`src/rtl/typed_link_pkg.sv`:
```
// rtl/typed_link_pkg.sv - shared types and helpers for the typed serializer/deserializer link
package typed_link_pkg;

   typedef enum logic {LINK_IDLE, LINK_SEND} link_state_e;

   // Chunk 0 of every word carries the least significant bits.
   localparam bit LINK_LSB_FIRST = 1'b1;

   function automatic int link_num_chunks(input int tw, input int cw);
      return (tw + cw - 1) / cw;
   endfunction

endpackage

```
`src/rtl/link_chunk_counter.sv`:
```
// rtl/link_chunk_counter.sv - chunk index counter with clear/increment and last-chunk flag
module link_chunk_counter #(
   parameter int NCHUNK = 4,
   parameter int CW     = 2
) (
   input  logic          clk,
   input  logic          rst_n,
   input  logic          clear,
   input  logic          inc,
   output logic [CW-1:0] idx,
   output logic          is_last
);

   localparam logic [CW-1:0] LAST_IDX = CW'(NCHUNK - 1);

   assign is_last = (idx == LAST_IDX);

   // clear wins so a new word always starts at chunk 0; inc on the last chunk wraps
   always_ff @(posedge clk or negedge rst_n) begin
      if (!rst_n) begin
         idx <= '0;
      end else if (clear) begin
         idx <= '0;
      end else if (inc) begin
         idx <= is_last ? '0 : idx + 1'b1;
      end
   end

endmodule

```
`src/rtl/typed_serializer.sv`:
```
// rtl/typed_serializer.sv - splits one packed word of type T into CHUNK_W-bit chunks on a valid/ready channel
module typed_serializer
   import typed_link_pkg::*;
#(
   parameter type T       = logic [7:0],
   parameter int  CHUNK_W = 2
) (
   input  logic               clk,
   input  logic               rst_n,
   input  logic               in_valid,
   output logic               in_ready,
   input  T                   in_data,
   output logic               out_valid,
   input  logic               out_ready,
   output logic [CHUNK_W-1:0] out_data,
   output logic               out_first,
   output logic               out_last,
   output logic               busy
);

   localparam int TW     = $bits(T);
   localparam int NCHUNK = link_num_chunks(TW, CHUNK_W);
   localparam int CW     = (NCHUNK > 1) ? $clog2(NCHUNK) : 1;
   localparam int SW     = NCHUNK * CHUNK_W;
   localparam logic [CW-1:0] LAST_IDX = CW'(NCHUNK - 1);

   link_state_e   state_q, state_d;
   logic [SW-1:0] word_q;
   logic [SW-1:0] capture_word;
   logic [CW-1:0] idx;
   logic [CW-1:0] chunk_pos;
   logic          is_last;
   logic          xfer;
   logic          accept;

   assign out_valid = (state_q == LINK_SEND);
   assign busy      = out_valid;
   assign out_first = out_valid && (idx == '0);
   assign out_last  = out_valid && is_last;
   assign xfer      = out_valid && out_ready;
   assign in_ready  = (state_q == LINK_IDLE) || (out_last && out_ready);
   assign accept    = in_valid && in_ready;

   // Pad with zeros above TW; signed fields inside T are never extended.
   always_comb begin
      capture_word         = '0;
      capture_word[TW-1:0] = in_data;
   end

   always_comb begin
      chunk_pos = LINK_LSB_FIRST ? idx : LAST_IDX - idx;
      out_data  = '0;
      if (out_valid) begin
         out_data = word_q[int'(chunk_pos) * CHUNK_W +: CHUNK_W];
      end
   end

   always_comb begin
      state_d = state_q;
      case (state_q)
         LINK_IDLE: if (accept) state_d = LINK_SEND;
         LINK_SEND: if (xfer && is_last && !accept) state_d = LINK_IDLE;
         default:   state_d = LINK_IDLE;
      endcase
   end

   always_ff @(posedge clk or negedge rst_n) begin
      if (!rst_n) begin
         state_q <= LINK_IDLE;
         word_q  <= '0;
      end else begin
         state_q <= state_d;
         if (accept) word_q <= capture_word;
      end
   end

   link_chunk_counter #(
      .NCHUNK (NCHUNK),
      .CW     (CW)
   ) u_counter (
      .clk     (clk),
      .rst_n   (rst_n),
      .clear   (accept),
      .inc     (xfer),
      .idx     (idx),
      .is_last (is_last)
   );

endmodule

```
`config.mk`:
```
export PLATFORM = sky130hd
export DESIGN_NAME = typed_serializer
export DESIGN_NICKNAME = d
export VERILOG_FILES = /design/src/rtl/typed_link_pkg.sv /design/src/rtl/link_chunk_counter.sv /design/src/rtl/typed_serializer.sv
export SDC_FILE = /design/constraint.sdc
export NUM_CORES = 1
export LEC_CHECK = 0
export BUFFER_PORTS_ARGS = -buffer_cell sky130_fd_sc_hd__buf_2
export CORE_AREA = 3 3 50 57
export CTS_BUF_LIST = sky130_fd_sc_hd__clkbuf_8
export DETAILED_ROUTE_END_ITERATION = 10
export DIE_AREA = 0 0 53 60
export SYNTH_ARGS = -nofsm -noshare
export SYNTH_HDL_FRONTEND = slang
export SYNTH_SLANG_ARGS = --single-unit
```
`constraint.sdc`:
```
create_clock -name clk -period 1.8 [get_ports clk]
set_clock_uncertainty 0.15 [all_clocks]
set_input_delay 0.18 -clock clk [delete_from_list [all_inputs] [get_ports clk]]
set_output_delay 0.18 -clock clk [all_outputs]
set_load 0.01 [all_outputs]
```
# Word level (Yosys, flattened, before mapping)
# Index checks and enable logic that the tools add are counted.
[word_totals]
regBits = 11
input_bits = 12
out_inout_bits = 7
word_cells = 25
[op_classes]
n_addsub = 1
n_eq_ne = 1
shift = 1
n_mux = 7
n_bitwise = 1
n_reduce_logical = 11
[ops]
columns = ["cell", "count"]
rows = [
  ["$mux W2", 4],
  ["$shiftx A8 B4 Y2", 1],
  ["$logic_and A1 B1 Y1", 7],
  ["$add A2 B1 Y2 const B", 1],
  ["$eq A2 B2 Y1 const B", 1],
  ["$logic_not A2 Y1", 1],
  ["$mux W1", 2],
  ["$pmux W1 S2", 1],
  ["$reduce_bool A2 Y1", 1],
  ["$logic_not A1 Y1", 1],
  ["$logic_or A1 B1 Y1", 1],
  ["$not A1 Y1", 1],
]

# Depth between registers and ports, before layout
[logic_depth]
word_depth = 9
mapped_depth = 4
ltp_nobuf = 4

# By module
# Synthesis repeated with hierarchy kept, for this count alone.
[hier_totals]
cells_unflattened = 59
area_unflattened_um2 = 600.6
[modules_own_cells]
columns = ["mod", "instances", "cells_each", "area_each_um2", "seq_area_each_um2"]
rows = [
  ["typed_serializer", 1, 51, 500.5, 225.2],
  ["link_chunk_counter", 1, 8, 100.1, 50.0],
]

# Worst setup path after synthesis
# No wires, ideal clock.
[synth_timing]
path_type = "reg-to-reg"
from = "register u_counter.idx[0]"
to = "register word_q[0]"
setup_ps = 125
t_arrival_ps = 1335
required_ps = 1525
path_slack_ps = 190
path_stages_with_launch = 5
n_path_buf = 0
period_less_slack_ps = 1610
cell_sequence = "dfrtp_1 -> ha_1 -> a21bo_4 -> nand2_4 -> mux2_2"
[synth_via]
elab_chain_cells = 5
[synth_lines]
columns = ["element", "line_no", "source"]
rows = [
  ["start, declared", "link_chunk_counter.sv:10", "output logic [CW-1:0] idx,"],
  ["start signal, assigned", "link_chunk_counter.sv:25", "idx <= is_last ? '0 : idx + 1'b1;"],
  ["$eq A2 B2 Y1", "link_chunk_counter.sv:16", "assign is_last = (idx == LAST_IDX);"],
  ["$logic_and A1 B1 Y1", "typed_serializer.sv:39", "assign out_last = out_valid && is_last;"],
  ["$logic_and A1 B1 Y1", "typed_serializer.sv:41", "assign in_ready = (state_q == LINK_IDLE) || (out_last && out_ready);"],
  ["$logic_or A1 B1 Y1", "typed_serializer.sv:41", ""],
  ["net in_ready", "typed_serializer.sv:11", "output logic in_ready,"],
  ["$logic_and A1 B1 Y1", "typed_serializer.sv:42", "assign accept = in_valid && in_ready;"],
  ["end signal, assigned", "typed_serializer.sv:73", "if (accept) word_q <= capture_word;"],
  ["end, declared", "typed_serializer.sv:28", "logic [SW-1:0] word_q;"],
]
# The timed path passes the listed nets, and every way through them passes these cells.
# A chain may end at the register's enable or synchronous reset.

# Worst setup path after layout
[layout_timing]
from = "register u_counter.idx[0]"
to = "output port out_data[1]"
[layout_via]
elab_chain_cells = 2
[layout_lines]
columns = ["element", "line_no", "source"]
rows = [
  ["$shiftx A8 B4 Y2", "typed_serializer.sv:54", "out_data = word_q[int'(chunk_pos) * CHUNK_W +: CHUNK_W];"],
  ["$mux W2", "typed_serializer.sv:53", "if (out_valid) begin"],
  ["end, declared", "typed_serializer.sv:15", "output logic [CHUNK_W-1:0] out_data,"],
]
# No other way between the ends.

==> flow_metrics.tcl <==
set metrics [dict create \
    syn_inst 44 \
    rsz0062_at_grt "yes" \
    total_power_w 0.00129 \
    synthDistinctLibCells 18 \
    min_period_ns 1.75 \
    drive_gt1_share_pct 57.4 \
    critPathMaxFanout 3 \
    avgRoutedWirePerCell_um 12.0 \
    h-tree-depth 1 \
    holdPathEnd "word_q[1]$_DFFE_PN0P_" \
    nFillCells 238 \
    dr.pass1.iters 4 \
    p_per_area_mw_per_mm2 1650 \
    core_area_mm2 0.00227 \
    ant_nets 0 \
    slew_violations 0 \
    max_freq_mhz 570 \
    syn_avg_cell_area_um2 13.2 \
    rows 18 \
    netlist_area_um2 582 \
    final_common_cell "buf_2" \
    die_w_um 53 \
    hold_violations 0 \
    hold_class "input port to flip-flop" \
    drt_iter0_drc 12 \
    hold_start "in_data[1]" \
    relSlewSlack_pct 80.2 \
    min_path_cells 2 \
    endpoint_kind "output port" \
    cts.clk_slew.worst_paths_ns 0.05 \
    worst_slew_pin_slew_ns 0.298 \
    grt_pass1_wl_um 1950 \
    hpwl_um 862 \
    rrSetupSlack_ns 0.07 \
    die_h_um 60 \
    maxCapViolCount 0 \
    yosysWarnings 0 \
    cts_buffers 3 \
    nets 83 \
    rr_worst_depth 5 \
    cp_data_required_time_ns 1.47 \
    crit_type "flip-flop to output port" \
    most-common-layout-cells "17 x buf_2, 10 x dfrtp_1, 8 x mux2_2" \
    start_kind "flip-flop" \
    gp_congestion 0.736 \
    cts_root_buffer "clkbuf_8" \
    cts_tree "built" \
    synth_nets 58 \
    placed_area_um2 698 \
    clock_path_buffers 2 \
    syn_to_final_growth_pct 34.4 \
    routed_wl_um 1170 \
    ios 19 \
    antenna_found_initial 0 \
    grt_pass1_vias 439 \
    floorplan.initialDensity_pct 25.6 \
    leakage_nw 0.361 \
    numClockSinks 11 \
    grt.total_usage_pct 8.72 \
    cp_data_arrival_time_ns 1.42 \
    clk_latency_ns 0.23 \
    reg2reg_from "u_counter.idx[0]$_DFFE_PN0P_" \
    synth-seq-cells 11 \
    antenna-diode-count 0 \
    drt-vias-per-instance 4.29 \
    finalSetupTns_ns 0 \
    final_util_pct 34.4 \
    status "completed" \
    die_area_mm2 0.00318 \
    gr-total-overflow 0 \
    post-route-cell-area_um2 782 \
    vias 420 \
    setup_viol 0 \
    r2r_end "word_q[3]$_DFFE_PN0P_" \
    drc_errors 0 \
    post-route-period-util_pct 97.4 \
    grt_max_degree 13 \
    yosysSeqAreaShare_pct 47.3 \
    numPortBuffers 18 \
    ir_drop_uv 597 \
]
## timing repair
| action | CTS | global route |
|---|---|---|
| cloned | 0 | 0 |
| gates resized for setup | 4 | 3 |
| setup buffers | 2 | 0 |
| setup endpoints to repair | 2 | 11 |
| endpoints found under the hold margin | 11 | 0 |
| hold buffers | 1 | 0 |
## flip-flops by register name (all words and copies together) (netlist names)
| signal | cells |
|---|---|
| busy | 1 |
| u_counter.idx | 2 |
| word_q | 8 |
## Yosys cell counts, drive strengths merged
cell | instances | area [um2]
dfrtp | 11 | 275
mux2 | 8 | 90.1
and2 | 4 | 25.0
nand2 | 3 | 18.8
buf | 2 | 18.8
ha | 2 | 25.0
inv | 2 | 7.51
mux4 | 2 | 52.6
nand3b | 2 | 15.0
o21ai | 2 | 10.0
a21bo | 1 | 16.3
nand2b | 1 | 6.26
nand3 | 1 | 5.00
nand4 | 1 | 6.26
nor2 | 1 | 3.75
nor2b | 1 | 6.26
## critical path: stages, from the launching register on
cell and delay (ns):
dfrtp_2 0.40, mux4_2 0.51, and2_1 0.16, buf_2 0.13
## metal layers
layer / GRT usage, % / vias to the layer above / routed length, um
li1: - / 199 / -
met1: 11.0 / 203 / 538
met2: 13.1 / 18 / 544
met3: 2.99 / 0 / 91
met4: 4.38 / 0 / 0
met5: 0 / - / 0
## through the flow
stage | worst slack (ns) | hold slack [ns] | std cells
final | 0.0462 | 0.0292 | 98
after global routing | -0.0114 | 0.0316 | 98
after CTS | 0.0234 | 0.0272 | 98
after global placement | 0.149 | -0.0849 | 91
after detailed placement | 0.0914 | -0.0868 | 91
after floorplan | 0.190 | -0.266 | 44
## power by group
group          total (W)  switching, W  internal, W
sequential      0.000452     0.0000845     0.000368
combinational   0.000610      0.000232     0.000378
clock           0.000231     0.0000824     0.000149
total            0.00129      0.000399     0.000895
## cells by family (layout without fill, tap and decap cells)
kind of cell / after synthesis / after routing / share of synthesized area [%]
buffers and inverters: 4 / 28 / 4.52
AND/OR/NAND/NOR: 14 / 14 / 14.8
multiplexers: 10 / 10 / 24.5
AO/OA/AOI/OAI: 3 / 3 / 4.52
adder cells (fa/ha/maj): 2 / 2 / 4.30
flip-flops: 11 / 11 / 47.3
## final cells by class
type | instances | area [um2] | share of cell area, %
clock inverter | 1 | 3.75 | 0.480
tap | 30 | 37.5 | 4.80
inverter | 2 | 7.51 | 0.960
clock buffer | 3 | 41.3 | 5.28
timing repair buffer | 22 | 129 | 16.5
multi-input combinational | 29 | 287 | 36.6
sequential | 11 | 277 | 35.4
## worst max-delay path by stage
stage | slack [ns] | start | to | cells past startpoint
after detailed placement | 0.09 | u_counter.idx[0]$_DFFE_PN0P_ | word_q[3]$_DFFE_PN0P_ | 4
after floorplan | 0.19 | u_counter.idx[0]$_DFFE_PN0P_ | word_q[0]$_DFFE_PN0P_ | 4
after global placement | 0.15 | u_counter.idx[0]$_DFFE_PN0P_ | word_q[0]$_DFFE_PN0P_ | 4
after global routing | -0.01 | u_counter.idx[0]$_DFFE_PN0P_ | out_data[1] | 3
final | 0.05 | u_counter.idx[0]$_DFFE_PN0P_ | out_data[1] | 3
after CTS | 0.02 | u_counter.idx[0]$_DFFE_PN0P_ | word_q[3]$_DFFE_PN0P_ | 5
Note: power is estimated with default switching activity, not from simulation.
